===== src/rtl/alu_op_sequencer_if.sv =====
// rtl/alu_op_sequencer_if.sv - command/ALU/response bundle for alu_op_sequencer
//
// Signals:
//   cmd_valid/cmd_ready/cmd_a/cmd_b/cmd_fxn  command channel into the FIFO
//   alu_a/alu_b/alu_fxn/alu_x                registered operands out, ALU result in
//   rsp_valid/rsp_ready/rsp_x/rsp_fxn        result channel
//   busy/cmd_count                           engine status and FIFO occupancy
// Modports: slave = the sequencer, master = control/test logic plus ALU.
interface alu_op_sequencer_if #(
  parameter int DATA_W = 6,
  parameter int FN_W   = 3,
  parameter int DEPTH  = 4
) ();
  localparam int CW = $clog2(DEPTH) + 1;

  logic              cmd_valid;
  logic              cmd_ready;
  logic [DATA_W-1:0] cmd_a;
  logic [DATA_W-1:0] cmd_b;
  logic [FN_W-1:0]   cmd_fxn;
  logic [DATA_W-1:0] alu_a;
  logic [DATA_W-1:0] alu_b;
  logic [FN_W-1:0]   alu_fxn;
  logic [DATA_W-1:0] alu_x;
  logic              rsp_valid;
  logic              rsp_ready;
  logic [DATA_W-1:0] rsp_x;
  logic [FN_W-1:0]   rsp_fxn;
  logic              busy;
  logic [CW-1:0]     cmd_count;

  modport slave (
    input  cmd_valid, cmd_a, cmd_b, cmd_fxn, alu_x, rsp_ready,
    output cmd_ready, alu_a, alu_b, alu_fxn, rsp_valid, rsp_x, rsp_fxn, busy, cmd_count
  );

  modport master (
    output cmd_valid, cmd_a, cmd_b, cmd_fxn, alu_x, rsp_ready,
    input  cmd_ready, alu_a, alu_b, alu_fxn, rsp_valid, rsp_x, rsp_fxn, busy, cmd_count
  );
endinterface


===== src/rtl/alu_op_sequencer.sv =====
// rtl/alu_op_sequencer.sv - FIFO-buffered, clocked initiator for the combinational ALU
//
// Ports:
//   clk  rising-edge clock
//   rst  asynchronous active-high reset
//   bus  alu_op_sequencer_if.slave (command, ALU and response channels, status)
// Commands queue in a DEPTH-entry FIFO. The engine pops one, holds the operands
// on the ALU for SETTLE cycles, captures the result and offers it until taken.
module alu_op_sequencer #(
  parameter int DATA_W = 6,
  parameter int FN_W   = 3,
  parameter int DEPTH  = 4,
  parameter int SETTLE = 1
) (
  input logic             clk,
  input logic             rst,
  alu_op_sequencer_if.slave bus
);
  localparam int AW = $clog2(DEPTH);
  localparam int CW = AW + 1;
  localparam int SW = (SETTLE > 1) ? $clog2(SETTLE) : 1;

  typedef enum logic [1:0] {IDLE, WAIT, RESP} state_t;
  state_t state, state_d;

  logic [DATA_W-1:0] mem_a [DEPTH];
  logic [DATA_W-1:0] mem_b [DEPTH];
  logic [FN_W-1:0]   mem_f [DEPTH];

  logic [AW-1:0]     wr_ptr, rd_ptr;
  logic [CW-1:0]     count;
  logic [SW-1:0]     cnt;
  logic [DATA_W-1:0] a_q, b_q, x_q;
  logic [FN_W-1:0]   f_q, xf_q;
  logic              valid_q;
  logic              push, pop, capture, rsp_done;

  assign bus.cmd_ready = (count != CW'(DEPTH));
  assign push          = bus.cmd_valid && bus.cmd_ready;

  assign bus.alu_a     = a_q;
  assign bus.alu_b     = b_q;
  assign bus.alu_fxn   = f_q;
  assign bus.rsp_valid = valid_q;
  assign bus.rsp_x     = x_q;
  assign bus.rsp_fxn   = xf_q;
  assign bus.busy      = (state != IDLE);
  assign bus.cmd_count = count;

  // Pop decision uses the registered count, so an entry written at this
  // same edge can never be popped at it.
  always_comb begin
    state_d  = state;
    pop      = 1'b0;
    capture  = 1'b0;
    rsp_done = 1'b0;
    case (state)
      IDLE: if (count != '0) begin
        pop     = 1'b1;
        state_d = WAIT;
      end
      WAIT: if (cnt == '0) begin
        capture = 1'b1;
        state_d = RESP;
      end
      RESP: if (bus.rsp_ready) begin
        rsp_done = 1'b1;
        state_d  = IDLE;
      end
      default: state_d = IDLE;
    endcase
  end

  always_ff @(posedge clk or posedge rst) begin
    if (rst) state <= IDLE;
    else     state <= state_d;
  end

  // Storage needs no reset: only entries counted by the pointers are read.
  always_ff @(posedge clk) begin
    if (push) begin
      mem_a[wr_ptr] <= bus.cmd_a;
      mem_b[wr_ptr] <= bus.cmd_b;
      mem_f[wr_ptr] <= bus.cmd_fxn;
    end
  end

  always_ff @(posedge clk or posedge rst) begin
    if (rst) begin
      wr_ptr  <= '0;
      rd_ptr  <= '0;
      count   <= '0;
      cnt     <= '0;
      a_q     <= '0;
      b_q     <= '0;
      f_q     <= '0;
      x_q     <= '0;
      xf_q    <= '0;
      valid_q <= 1'b0;
    end else begin
      if (push) wr_ptr <= wr_ptr + AW'(1);

      if (pop) begin
        rd_ptr <= rd_ptr + AW'(1);
        a_q    <= mem_a[rd_ptr];
        b_q    <= mem_b[rd_ptr];
        f_q    <= mem_f[rd_ptr];
        cnt    <= SW'(SETTLE - 1);
      end else if (state == WAIT && cnt != '0) begin
        cnt <= cnt - SW'(1);
      end

      if (capture) begin
        x_q     <= bus.alu_x;
        xf_q    <= f_q;
        valid_q <= 1'b1;
      end else if (rsp_done) begin
        valid_q <= 1'b0;
      end

      case ({push, pop})
        2'b10:   count <= count + CW'(1);
        2'b01:   count <= count - CW'(1);
        default: count <= count;
      endcase
    end
  end
endmodule


===== src/flat_wrapper.sv =====
// flat-port wrapper written by rule: the top's interface ports become plain ports
module alu_op_sequencer_flat 
#(
  parameter int DATA_W = 6,
  parameter int FN_W   = 3,
  parameter int DEPTH  = 4,
  parameter int SETTLE = 1
)
  (clk, rst, bus_cmd_valid, bus_cmd_a, bus_cmd_b, bus_cmd_fxn, bus_alu_x, bus_rsp_ready, bus_cmd_ready, bus_alu_a, bus_alu_b, bus_alu_fxn, bus_rsp_valid, bus_rsp_x, bus_rsp_fxn, bus_busy, bus_cmd_count);
  alu_op_sequencer_if #(.DATA_W(DATA_W), .FN_W(FN_W), .DEPTH(DEPTH)) bus_i ();
  input logic clk;
  input logic rst;
  input wire logic [$bits(bus_i.cmd_valid)-1:0] bus_cmd_valid;
  input wire logic [$bits(bus_i.cmd_a)-1:0] bus_cmd_a;
  input wire logic [$bits(bus_i.cmd_b)-1:0] bus_cmd_b;
  input wire logic [$bits(bus_i.cmd_fxn)-1:0] bus_cmd_fxn;
  input wire logic [$bits(bus_i.alu_x)-1:0] bus_alu_x;
  input wire logic [$bits(bus_i.rsp_ready)-1:0] bus_rsp_ready;
  output wire logic [$bits(bus_i.cmd_ready)-1:0] bus_cmd_ready;
  output wire logic [$bits(bus_i.alu_a)-1:0] bus_alu_a;
  output wire logic [$bits(bus_i.alu_b)-1:0] bus_alu_b;
  output wire logic [$bits(bus_i.alu_fxn)-1:0] bus_alu_fxn;
  output wire logic [$bits(bus_i.rsp_valid)-1:0] bus_rsp_valid;
  output wire logic [$bits(bus_i.rsp_x)-1:0] bus_rsp_x;
  output wire logic [$bits(bus_i.rsp_fxn)-1:0] bus_rsp_fxn;
  output wire logic [$bits(bus_i.busy)-1:0] bus_busy;
  output wire logic [$bits(bus_i.cmd_count)-1:0] bus_cmd_count;
  assign bus_i.cmd_valid = bus_cmd_valid;
  assign bus_i.cmd_a = bus_cmd_a;
  assign bus_i.cmd_b = bus_cmd_b;
  assign bus_i.cmd_fxn = bus_cmd_fxn;
  assign bus_i.alu_x = bus_alu_x;
  assign bus_i.rsp_ready = bus_rsp_ready;
  assign bus_cmd_ready = bus_i.cmd_ready;
  assign bus_alu_a = bus_i.alu_a;
  assign bus_alu_b = bus_i.alu_b;
  assign bus_alu_fxn = bus_i.alu_fxn;
  assign bus_rsp_valid = bus_i.rsp_valid;
  assign bus_rsp_x = bus_i.rsp_x;
  assign bus_rsp_fxn = bus_i.rsp_fxn;
  assign bus_busy = bus_i.busy;
  assign bus_cmd_count = bus_i.cmd_count;
  alu_op_sequencer #(.DATA_W(DATA_W), .FN_W(FN_W), .DEPTH(DEPTH), .SETTLE(SETTLE)) u_core (.clk(clk), .rst(rst), .bus(bus_i));
endmodule

===== config.mk =====
export PLATFORM = sky130hd
export DESIGN_NAME = alu_op_sequencer_flat
export DESIGN_NICKNAME = d
export VERILOG_FILES = /design/src/rtl/alu_op_sequencer_if.sv /design/src/rtl/alu_op_sequencer.sv /design/src/flat_wrapper.sv
export SDC_FILE = /design/constraint.sdc
export NUM_CORES = 1
export LEC_CHECK = 0
export ABC_CLOCK_PERIOD_IN_PS = 5980
export CORE_MARGIN = 4
export CORE_UTILIZATION = 40
export DETAILED_ROUTE_END_ITERATION = 10
export GPL_TIMING_DRIVEN = 0
export PLACE_DENSITY = 0.59
export SYNTH_ARGS = -nofsm -noshare
export SYNTH_HDL_FRONTEND = slang
export SYNTH_SLANG_ARGS = --single-unit

===== constraint.sdc =====
create_clock -name clk -period 5.98 [get_ports clk]
set_input_delay 0.897 -clock clk [delete_from_list [all_inputs] [get_ports clk]]
set_output_delay 0.897 -clock clk [all_outputs]
set_load 0.01 [all_outputs]

==> out/qor.json, run 1 <==
{
  "status": "finished clean",
  "fin_skew_ps": 7.78,
  "achievable_frequency_ghz": 0.378,
  "crit_type": "reg -> out",
  "critical_path_cell_by_cell": "or3b_4, clkdlybuf4s50_1",
  "wl_per_cell_um": 17.4,
  "min_period_over_period_pct": 44.2,
  "worst_ep_arrival_time_ps": 1750,
  "postCtsSetupRepairBufs": 0,
  "max_cap_violations": 0,
  "core_area_um2": 8890,
  "netlist-cell-type-count": 28,
  "ctsHoldBuffers": 0,
  "clk_latency_ps": 350,
  "htree_levels": 3,
  "finalNetCount": 281,
  "rsz_0062_raised_after_global_routing": "false",
  "floorplan.rows": 34,
  "syn2layout_area_growth_pct": 23.8,
  "io_pins": 55,
  "drc": 0,
  "dpl.hpwl_um": 4130,
  "leakagePower_nw": 1.74,
  "detail_route.wirelength_um": 6310,
  "grt_remaining_overflow": 0,
  "yosysSeqAreaShare_pct": 71.7,
  "instances_no_fill": 363,
  "mean_instance_size_in_the_synthesized_netlist_um2": 20.2,
  "yosys_warnings": 0,
  "critPathMaxFanout": 6,
  "vias": 1799,
  "required_ps": 5080,
  "finalHoldViolations": 0,
  "max-slew-margin-rel_pct": 45.0,
  "layout_min_cycle_time_ps": 2640,
  "layout.cell_area.non_filler_um2": 4620,
  "grt_pass1_wl_um": 10200,
  "grt_start_max_net_pins": 36,
  "post-place-cells": 347,
  "pwr_density_cell_nw_per_um2": 521,
  "tightestPinTransition_ps": 825,
  "syn-cell-area_um2": 3730,
  "clock_tree_from_tritoncts": "built",
  "grt_antenna_before_repair": 0,
  "place_congestion": 0.680,
  "drt_pre_antenna_iters": 4,
  "floorplan.initialDensity_pct": 42.0,
  "die_span_in_x_um": 105,
  "slew_violations": 0,
  "totalNegativeSetupSlack_ps": 0,
  "die_boundary_height_um": 105,
  "drt_iter0_drc": 31,
  "post_synth_net_total": 216,
  "ctsResizeCount": 0,
  "cts.root.buffer_cell": "sky130_fd_sc_hd__clkbuf_8",
  "cts_made_buffers": 9,
  "worst_supply_voltage_drop_on_vdd_v": 0.000164,
  "port-buffer-count": 54,
  "synth_cells": 185,
  "ctsLongestPathBuffers": 2,
  "setup-violations-final": 0,
  "via_per_inst": 4.96,
  "critical_path.slowest_cell": "sky130_fd_sc_hd__clkdlybuf4s50_1",
  "timing.critical_path.slowest_cell_delay_ps": 500,
  "layout-drive-gt1-share_pct": 22.7,
  "track_usage_pct": 12.3,
  "clk_pin_slew_ps": 90,
  "die_footprint_um2": 10900,
  "number_of_global_route_vias_before_repair": 1886,
  "worstSetupStartpointType": "flip-flop",
  "endpoint_kind": "output port",
  "dpl_cell_area_um2": 4410,
  "cts_num_sinks": 95,
  "hold_path.class": "reg -> reg",
  "antenna_left": 0,
  "synth.ff_latch_count": 95,
  "antenna_cells": 0
}
worst paths after layout:
kind	from	end	slack (ps)	cells past startpoint
max	u_core.bus.cmd_count[0]$_DFFE_PP0P_	bus_cmd_ready	3340	2
min	u_core.bus.rsp_x[5]$_DFFE_PP0P_	u_core.bus.rsp_x[5]$_DFFE_PP0P_	510	1
max reg2reg	u_core.bus.cmd_count[0]$_DFFE_PP0P_	u_core.bus.cmd_count[2]$_DFFE_PP0P_	3530	9
min reg2reg	u_core.bus.rsp_x[5]$_DFFE_PP0P_	u_core.bus.rsp_x[5]$_DFFE_PP0P_	510	1
max in group asynchronous	rst	u_core.bus.alu_b[5]$_DFFE_PP0P_	4520	2
min in group asynchronous	rst	u_core.bus.cmd_count[0]$_DFFE_PP0P_	980	2
report_power, final:
group	switching [mW]	total [mW]	internal, mW
Clock	0.213	0.445	0.232
Sequential	0.0977	1.01	0.917
Combinational	0.391	0.947	0.556
Total	0.701	2.41	1.70
worst max-delay path: cells and delay by family (launching register included):
| family | cells | cell delay (ps) |
|---|---|---|
| flip-flops | 1 | 450 |
| AND/OR/NAND/NOR | 1 | 450 |
| buffers and inverters | 1 | 500 |
kinds of logic (layout without fill, tap and decap cells):
| logic type | after synthesis | in the layout | share of synthesized area (%) |
|---|---|---|---|
| compound gates | 3 | 3 | 0.469 |
| simple gates | 20 | 20 | 3.48 |
| flops | 95 | 95 | 71.7 |
| buf+inv | 14 | 84 | 2.28 |
| fa+ha+maj | 6 | 6 | 2.21 |
| mux | 41 | 41 | 18.5 |
| xor+xnor | 6 | 6 | 1.41 |
flip-flops by register name, summed over array words and instances, names as in the netlist, 3 cells and up:
name	count
u_core.bus.alu_a	6
u_core.bus.alu_b	6
u_core.bus.alu_fxn	3
u_core.bus.cmd_count	3
u_core.bus.rsp_fxn	3
u_core.bus.rsp_x	6
u_core.mem_a	24
u_core.mem_b	24
u_core.mem_f	12
placed cells by master, fill, tap and decap left out, drive strengths merged:
| cell | instances |
|---|---|
| and2 | 1 |
| xor2 | 4 |
| inv | 9 |
| buf | 4 |
| a21oi | 1 |
| or3b | 1 |
| mux4 | 15 |
| mux2 | 25 |
| and3b | 1 |
| o22ai | 2 |
| ha | 5 |
| clkbuf | 10 |
| nand2b | 2 |
| dfrtp | 35 |
| nand2 | 2 |
| mux2i | 1 |
| and3 | 4 |
| clkinv | 3 |
| clkdlybuf4s50 | 54 |
| xnor2 | 2 |
| bufinv | 2 |
| nor3 | 2 |
| clkinvlp | 2 |
| fa | 1 |
| edfxtp | 60 |
| nor2 | 7 |
metal layers:
metal | track usage, % | vias up | share of wire (%)
li1 | - | 836 | -
met1 | 15.3 | 910 | 43
met2 | 20.1 | 46 | 50
met3 | 4.13 | 7 | 5.2
met4 | 4.50 | 0 | 1.5
met5 | 0 | - | 0
synthesized netlist by cell type, drive strengths merged:
cell | count | area [um2]
and3 | 4 | 25.0
and2 | 1 | 8.76
a21oi | 1 | 5.00
clkbuf | 1 | 3.75
mux2 | 25 | 315
dfrtp | 35 | 876
and3b | 1 | 10.0
nor2 | 7 | 28.8
mux2i | 1 | 10.0
edfxtp | 60 | 1800
nor3 | 2 | 26.3
nand2 | 2 | 7.51
o22ai | 2 | 12.5
xnor2 | 2 | 17.5
nand2b | 2 | 12.5
or3b | 1 | 11.3
xor2 | 4 | 35.0
fa | 1 | 20.0
mux4 | 15 | 364
ha | 5 | 62.6
inv | 9 | 33.8
buf | 4 | 47.5
stage by stage:
stage	util, %	hold slack [ps]	power [mW]	worst slack [ps]
6_report	52.0	509	2.41	3340
5_1_grt	52.0	524	2.56	3260
4_1_cts	52.0	516	2.45	3300
3_5_place_dp	49.6	496	2.01	3250
3_3_place_gp	49.6	490	1.98	3310
2_1_floorplan	-	524	1.63	3820
cell type report:
type | instances | area [um2]
fill | 746 | 4270
sequential | 95 | 2680
multi-input combinational | 76 | 972
timing repair buffer | 54 | 541
tap | 108 | 135
clock buffer | 9 | 124
clock inverter | 7 | 87.6
buffer | 5 | 51.3
inverter | 9 | 33.8
Power figures use the tool's default switching activity.
==> run 2: changes to the inputs <==
ABC_CLOCK_PERIOD_IN_PS = 2200   (was 5980)
PLACE_DENSITY = 0.61   (was 0.59)
clock period = 2.2 ns   (was 5.98 ns; I/O delays follow)
==> run 2 against run 1 <==
Against the previous run:
- cell count up 0.83%
- register-to-register slack worse by 3400 ps
- combinational power rose to 2.8 times the previous value
- design area down 0.11%
- first-iteration DRC count up 65%
- global-route usage down 0.26 points
- hold slack worse by 64 ps
- wire length down 1.8%
- count of clock-buffer cells in the layout unchanged
- clock power up 120%
- setup slack worse by 3300 ps
- critical endpoint is now u_core.bus.cmd_count[2]$_DFFE_PP0P_
- largest cell class unchanged
- highest routed layer unchanged
==> out/qor.json, run 2 (same netlist as run 1, synthesis figures left out) <==
{
  "via_per_inst": {"value": 4.93, "change": "was 4.96"},
  "reg_top3": {"value": "u_core.mem_a (24), u_core.mem_b (24), u_core.mem_f (12)", "change": "unchanged"},
  "max_cap_violations": {"value": 0, "change": "unchanged"},
  "layout.cell_area.non_filler": {"value": 4620, "unit": "um2", "change": "about the same"},
  "die_boundary_height": {"value": 105, "unit": "um", "change": "unchanged"},
  "grt_pass1_wl": {"value": 10000, "unit": "um", "change": "was 10200 um"},
  "worst-path-stages": {"value": 9, "change": "was 2"},
  "layout-drive-gt1-share": {"value": 25.6, "unit": "%", "change": "was 22.7%"},
  "pwr_density_cell": {"value": 1380, "unit": "nW/um2", "change": "was 521 nW/um2"},
  "ff2ff_path_depth": {"value": 9, "change": "unchanged"},
  "floorplan.initialDensity": {"value": 42.0, "unit": "%", "change": "unchanged"},
  "final.hold.worst_slack": {"value": 446, "unit": "ps", "change": "was 509 ps"},
  "antenna_left": {"value": 0, "change": "unchanged"},
  "grt_antenna_before_repair": {"value": 0, "change": "unchanged"},
  "setup-violations-final": {"value": 0, "change": "unchanged"},
  "seq_power_share": {"value": 43.1, "unit": "%", "change": "was 42.2%"},
  "drc": {"value": 0, "change": "unchanged"},
  "cts_num_sinks": {"value": 95, "change": "unchanged"},
  "htree_levels": {"value": 3, "change": "unchanged"},
  "rr_endpoint": {"value": "u_core.bus.cmd_count[2]$_DFFE_PP0P_", "change": "unchanged"},
  "hold_path.class": {"value": "in -> async", "change": "was reg -> reg"},
  "core_area": {"value": 8890, "unit": "um2", "change": "unchanged"},
  "antenna_cells": {"value": 0, "change": "unchanged"},
  "rsz_0062_raised_after_global_routing": {"value": "true", "change": "was false"},
  "crit_type": {"value": "reg -> reg", "change": "was reg -> out"},
  "tightestPinTransition": {"value": 851, "unit": "ps", "change": "was 825 ps"},
  "total_power": {"value": 6.38, "unit": "mW", "change": "was 2.41 mW"},
  "cell_internal_power_dissipation": {"value": 4.48, "unit": "mW", "change": "was 1.70 mW"},
  "place_congestion": {"value": 0.662, "change": "was 0.680"},
  "layout_min_cycle_time_ps": 2120,
  "required": {"value": 2480, "unit": "ps", "change": "was 5080 ps"},
  "slew_violations": {"value": 0, "change": "unchanged"},
  "finalCoreUtilization": {"value": 51.9, "unit": "%", "change": "was 52.0%"},
  "critPathTopFamily": {"value": "simple AND/OR/NAND/NOR gates", "change": "was buffers and inverters"},
  "drt_iter0_drc": {"value": 51, "change": "was 31"},
  "wl_per_cell": {"value": 16.9, "unit": "um", "change": "was 17.4 um"},
  "worst_ep_arrival_time": {"value": 2400, "unit": "ps", "change": "was 1750 ps"},
  "fin_skew": {"value": 8.58, "unit": "ps", "change": "was 7.78 ps"},
  "port-buffer-count": {"value": 54, "change": "unchanged"},
  "instances_no_fill": {"value": 366, "change": "was 363"},
  "achievable_frequency_ghz": 0.472,
  "clkPwrFrac": {"value": 15.3, "unit": "%", "change": "was 18.5%"},
  "critical_path_cell_by_cell": {"value": "or3b_4, and2_4, inv_2, ha_4, inv_2, fa_2, xor2_1, nor2_1, xor2_1", "change": "was or3b_4, clkdlybuf4s50_1"},
  "layout_commonest_cell": {"value": "sky130_fd_sc_hd__edfxtp_1", "change": "unchanged"},
  "finalHoldViolations": {"value": 0, "change": "unchanged"},
  "min_period_over_period_pct": 96.2,
  "endpoint_kind": {"value": "flip-flop", "change": "was output port"},
  "status": {"value": "finished clean", "change": "unchanged"},
  "post-place-cells": {"value": 347, "change": "unchanged"},
  "finalWorstSetupSlack": {"value": 83.4, "unit": "ps", "change": "was 3340 ps"},
  "worst-path-buf-inv": {"value": 2, "change": "was 1"},
  "power.share.switching": {"value": 29.9, "unit": "%", "change": "was 29.1%"},
  "detail_route.wirelength": {"value": 6200, "unit": "um", "change": "was 6310 um"},
  "clk_latency": {"value": 350, "unit": "ps", "change": "about the same"},
  "dpl_worst_slack": {"value": -194, "unit": "ps", "change": "was 3250 ps"},
  "finalNetCount": {"value": 285, "change": "was 281"},
  "sequential_cell_area": {"value": 2680, "unit": "um2", "change": "unchanged"},
  "track_usage": {"value": 12.0, "unit": "%", "change": "was 12.3%"},
  "clock_tree_from_tritoncts": {"value": "built", "change": "unchanged"},
  "worstSetupStartpointType": {"value": "flip-flop", "change": "unchanged"},
  "max-slew-margin-rel": {"value": 43.3, "unit": "%", "change": "was 45.0%"},
  "ctsHoldBuffers": {"value": 0, "change": "unchanged"},
  "r2r_setup_slack": {"value": 80, "unit": "ps", "change": "was 3530 ps"},
  "clk_pin_slew": {"value": 90, "unit": "ps", "change": "about the same"},
  "leakagePower": {"value": 1.73, "unit": "nW", "change": "was 1.74 nW"},
  "multiInputGateArea": {"value": 987, "unit": "um2", "change": "was 972 um2"},
  "dpl_cell_area": {"value": 4410, "unit": "um2", "change": "unchanged"},
  "floorplan.rows": {"value": 34, "change": "unchanged"},
  "net-switching-power": {"value": 1.91, "unit": "mW", "change": "was 701 uW"},
  "grt_remaining_overflow": {"value": 0, "change": "unchanged"},
  "pwr-share-comb": {"value": 41.6, "unit": "%", "change": "was 39.4%"},
  "die_footprint": {"value": 10900, "unit": "um2", "change": "unchanged"},
  "worst_supply_voltage_drop_on_vdd": {"value": 0.000466, "unit": "V", "change": "was 0.000164 V"},
  "syn2layout_area_growth": {"value": 23.6, "unit": "%", "change": "was 23.8%"},
  "cts.root.buffer_cell": {"value": "sky130_fd_sc_hd__clkbuf_8", "change": "unchanged"},
  "grt_start_max_net_pins": {"value": 36, "change": "unchanged"},
  "critical_path.reg2reg.startpoint": {"value": "u_core.bus.cmd_count[1]$_DFFE_PP0P_", "change": "was u_core.bus.cmd_count[0]$_DFFE_PP0P_"},
  "ctsLongestPathBuffers": {"value": 2, "change": "unchanged"},
  "critPathMaxFanout": {"value": 6, "change": "unchanged"},
  "cts_made_buffers": {"value": 9, "change": "unchanged"},
  "io_pins": {"value": 55, "change": "unchanged"},
  "vias": {"value": 1806, "change": "was 1799"},
  "mostFrequentLayoutCells": {"value": "sky130_fd_sc_hd__edfxtp_1, sky130_fd_sc_hd__clkdlybuf4s50_1, sky130_fd_sc_hd__dfrtp_1", "change": "unchanged"},
  "timing.critical_path.slowest_cell_delay": {"value": 440, "unit": "ps", "change": "was 500 ps"},
  "critical_path.slowest_cell": {"value": "sky130_fd_sc_hd__or3b_4", "change": "was sky130_fd_sc_hd__clkdlybuf4s50_1"},
  "dpl.hpwl": {"value": 3990, "unit": "um", "change": "was 4130 um"},
  "totalNegativeSetupSlack": {"value": 0, "unit": "ps", "change": "unchanged"},
  "die_span_in_x": {"value": 105, "unit": "um", "change": "unchanged"},
  "fill_cells": {"value": 728, "change": "was 746"},
  "number_of_global_route_vias_before_repair": {"value": 1897, "change": "was 1886"},
  "drt_pre_antenna_iters": {"value": 4, "change": "unchanged"}
}
[run 2: cell types whose count changed in the layout (fill, tap and decap cells not counted), sizes merged]
cell / previous run / this run
bufinv: 2 / 0
buf: 4 / 8
inv: 9 / 10
[run 2: per-layer routing]
| layer | track usage, % | part of all wire [%] |
|---|---|---|
| met1 | 15.7 | 46 |
| met2 | 18.8 | 47 |
| met3 | 2.96 | 4.8 |
| met4 | 6.19 | 2.1 |
| met5 | 0 | 0 |
[run 2: worst register-to-register path: cells and delay by family (launching register included)]
kind | cells | cell delay, ps
xor gates and xnor gates | 2 | 280
adders and majority gates | 2 | 500
buffers and inverters | 2 | 100
DFF | 1 | 430
and+or+nand+nor | 3 | 740
[run 2: worst max-delay path by stage]
| stage | from | end | slack (ps) |
|---|---|---|---|
| after floorplan | u_core.bus.cmd_count[0]$_DFFE_PP0P_ | u_core.bus.cmd_count[2]$_DFFE_PP0P_ | 40 |
| after global placement | u_core.bus.cmd_count[0]$_DFFE_PP0P_ | u_core.bus.cmd_count[2]$_DFFE_PP0P_ | -180 |
| after detailed placement | u_core.bus.cmd_count[0]$_DFFE_PP0P_ | u_core.bus.cmd_count[2]$_DFFE_PP0P_ | -190 |
| after CTS | u_core.bus.cmd_count[0]$_DFFE_PP0P_ | u_core.bus.cmd_count[2]$_DFFE_PP0P_ | 10 |
| after global routing | u_core.bus.cmd_count[1]$_DFFE_PP0P_ | u_core.bus.cmd_count[2]$_DFFE_PP0P_ | -10 |
| final | u_core.bus.cmd_count[1]$_DFFE_PP0P_ | u_core.bus.cmd_count[2]$_DFFE_PP0P_ | 80 |
[run 2: area by class of cell]
cell class                      instances  area share [%]
Clock inverter                          6           0.813
Sequential cell                        95            58.0
Buffer                                  5            1.11
Inverter                                9           0.732
Tap cell                              108            2.93
Timing Repair Buffer                   58            12.4
Clock buffer                            9            2.68
Multi-Input combinational cell         76            21.4
[run 2: timing repair]
action / CTS / global route
gates resized for setup: 0 / 5
cloned: 0 / 0
buffers inserted: 2 / 2
endpoints found under the setup margin: 1 / 1
pin swaps: 1 / 5
[run 2: power groups by stage]
stage / registers (mW) / clock network (mW) / logic [mW]
floorplan: 2.87 / 0 / 1.55
global placement: 2.79 / 0 / 2.59
finish: 2.75 / 0.974 / 2.65
CTS: 2.77 / 1.01 / 2.66
detailed placement: 2.81 / 0 / 2.62
global route: 2.82 / 1.09 / 2.90
==> RTL change (flow settings as in run 1) <==
`DATA_W` is set to 6 in 3 places; all go to 12.
--- a/src/rtl/alu_op_sequencer_if.sv
+++ b/src/rtl/alu_op_sequencer_if.sv
@@ -8,5 +8,5 @@
 // Modports: slave = the sequencer, master = control/test logic plus ALU.
 interface alu_op_sequencer_if #(
-  parameter int DATA_W = 6,
+  parameter int DATA_W = 12,
   parameter int FN_W   = 3,
   parameter int DEPTH  = 4
--- a/src/rtl/alu_op_sequencer.sv
+++ b/src/rtl/alu_op_sequencer.sv
@@ -8,5 +8,5 @@
 // on the ALU for SETTLE cycles, captures the result and offers it until taken.
 module alu_op_sequencer #(
-  parameter int DATA_W = 6,
+  parameter int DATA_W = 12,
   parameter int FN_W   = 3,
   parameter int DEPTH  = 4,
--- a/src/flat_wrapper.sv
+++ b/src/flat_wrapper.sv
@@ -2,5 +2,5 @@
 module alu_op_sequencer_flat 
 #(
-  parameter int DATA_W = 6,
+  parameter int DATA_W = 12,
   parameter int FN_W   = 3,
   parameter int DEPTH  = 4,
Ports: changed (6 resized); port bits go from 55 to 91. The function was not compared with the original's and may differ.
==> RTL change against run 1 <==
Synthesized cell count is 55% higher. Total power is 77% higher. Routed wire length increased by 75%. Setup slack worse by 0.19 ns. Maximum frequency decreased by 6.7%. Design area is 69% higher. Sequential cell count up 66. Register-to-register slack better by 0.12 ns. Count of clock-buffer cells in the layout grew 8. Utilization grew 1.3 points. Die area rose by 57%. Area after synthesis grew 62%. Clock skew shrank 0.0029 ns. Critical endpoint unchanged. Largest power group unchanged.
==> RTL change: results (changes against run 1) <==
<table>
<tr><th>Metric</th><th>Value</th></tr>
<tr><th colspan="2">Drt</th></tr>
<tr><td>Met1 layer wirelength in the final routing</td><td>4890 um (was 2740 um)</td></tr>
<tr><td>Starting DRC count in detailed routing</td><td>102 (was 31)</td></tr>
<tr><td>Vias</td><td>2,927 (was 1,799)</td></tr>
<tr><td>Average vias per placed instance</td><td>4.94 (was 4.96)</td></tr>
<tr><td>DR WL met2</td><td>5380 um (was 3160 um)</td></tr>
<tr><th colspan="2">Logic synthesis</th></tr>
<tr><td>Top post-synthesis cells by count</td><td>108 x edfxtp_1, 53 x dfrtp_1, 41 x mux2_2 (was 60 x edfxtp_1, 35 x dfrtp_1, 16 x mux2_2)</td></tr>
<tr><td>Share of synthesized area spent on multiplexers</td><td>18.5% (about the same)</td></tr>
<tr><td>Net count after synthesis</td><td>335 (was 216)</td></tr>
<tr><td>Area contributors post-synth</td><td>edfxtp_1 54%, dfrtp_1 22%, mux4_2 9.3% (was edfxtp_1 48%, dfrtp_1 23%, mux4_1 4.9%)</td></tr>
<tr><td>Average cell area after synthesis</td><td>21.2 um2 (was 20.2 um2)</td></tr>
<tr><td>EDFF count, synth</td><td>108 (was 60)</td></tr>
<tr><td>Post-synthesis sequential area ratio</td><td>75.5% (was 71.7%)</td></tr>
<tr><th colspan="2">Global routing</th></tr>
<tr><td>Global-route track usage on met1</td><td>17.9% (was 15.3%)</td></tr>
<tr><td>Met2 Usage GRT</td><td>22.0% (was 20.1%)</td></tr>
<tr><td>Global-route usage over all layers</td><td>14.0% (was 12.3%)</td></tr>
<tr><td>Met3 global-route usage</td><td>4.72% (was 4.13%)</td></tr>
<tr><th colspan="2">Clocking</th></tr>
<tr><td>Clock slew seen by the registers of the worst setup and hold paths</td><td>0.06 ns (was 0.09 ns)</td></tr>
<tr><td>Root buffer selected by CTS</td><td>clkbuf_16 (was clkbuf_8)</td></tr>
<tr><td>Worst-skew pair later-pin latency</td><td>0.41 ns (was 0.35 ns)</td></tr>
<tr><td>CTS Buf Count</td><td>17 (was 9)</td></tr>
<tr><th colspan="2">Worst setup path</th></tr>
<tr><td>Data arrival time of the critical path</td><td>1.94 ns (was 1.75 ns)</td></tr>
<tr><td>Crit path largest cell delay</td><td>0.48 ns (was 0.50 ns)</td></tr>
<tr><th colspan="2">Placed design</th></tr>
<tr><td>Half-perimeter wire length of the detailed placement result</td><td>6780 um (was 4130 um)</td></tr>
<tr><td>Number of buffer cells added on primary ports</td><td>90 (was 54)</td></tr>
<tr><th colspan="2">Pwr</th></tr>
<tr><td>Worst supply voltage drop on vdd</td><td>0.000252 V (was 0.000164 V)</td></tr>
<tr><th colspan="2">Finish</th></tr>
<tr><td>Registers with the most flip-flops</td><td>u_core.mem_a x48, u_core.mem_b x48 (was u_core.mem_a x24, u_core.mem_b x24, u_core.mem_f x12)</td></tr>
<tr><td>Filler cells</td><td>1,174 (was 746)</td></tr>
<tr><th colspan="2">Status</th></tr>
<tr><td>Status</td><td>completed (unchanged)</td></tr>
</table>
RTL change: power by group:
part,internal [mW],switching [mW],leakage (nW)
sequential,1.55,0.136,1.61
clock,0.696,0.428,0.294
combinational,0.831,0.619,0.930
total,3.08,1.18,2.84
RTL change: final timing paths:
| check | endpoint | startpoint | slack, ns |
|---|---|---|---|
| max | bus_cmd_ready | u_core.bus.cmd_count[0] | 3.15 |
| min | u_core.bus.rsp_x[5] | u_core.bus.rsp_x[5] | 0.50 |
| max reg2reg | u_core.bus.cmd_count[2] | u_core.bus.cmd_count[0] | 3.65 |
| min reg2reg | u_core.bus.rsp_x[5] | u_core.bus.rsp_x[5] | 0.50 |
| max in group asynchronous | u_core.bus.alu_b[11] | rst | 4.65 |
| min in group asynchronous | u_core.bus.rsp_fxn[1] | rst | 0.79 |
RTL change: area by class of cell:
class,instances,area (um2),area share [%]
sequential,161,4570,58.4
clock buffer,17,425,5.44
timing repair buffer,91,921,11.8
multi-input combinational,106,1380,17.6
inverter,8,30.0,0.384
tap,184,230,2.94
clock inverter,15,190,2.43
buffer,11,78.8,1.01
RTL change: cell families after synthesis:
logic type / Yosys count
flip-flops: 161
multiplexers: 71
AND/OR/NAND/NOR: 20
buffers and inverters: 19
XOR/XNOR: 6
adder cells (fa/ha/maj): 6
AO/OA/AOI/OAI: 3
RTL change: stage by stage:
stage               hold WS, ns  setup slack [ns]
CTS                       0.509              3.11
detailed placement        0.495              3.33
global placement          0.488              2.55
global route              0.518              3.05
floorplan                 0.498              3.75
finish                    0.505              3.15
RTL change: critical path, delay by kind of cell, from the launching register on:
| kind | cells | cell delay (ns) |
|---|---|---|
| flops | 1 | 0.42 |
| simple gates | 1 | 0.47 |
| buf+inv | 2 | 0.64 |
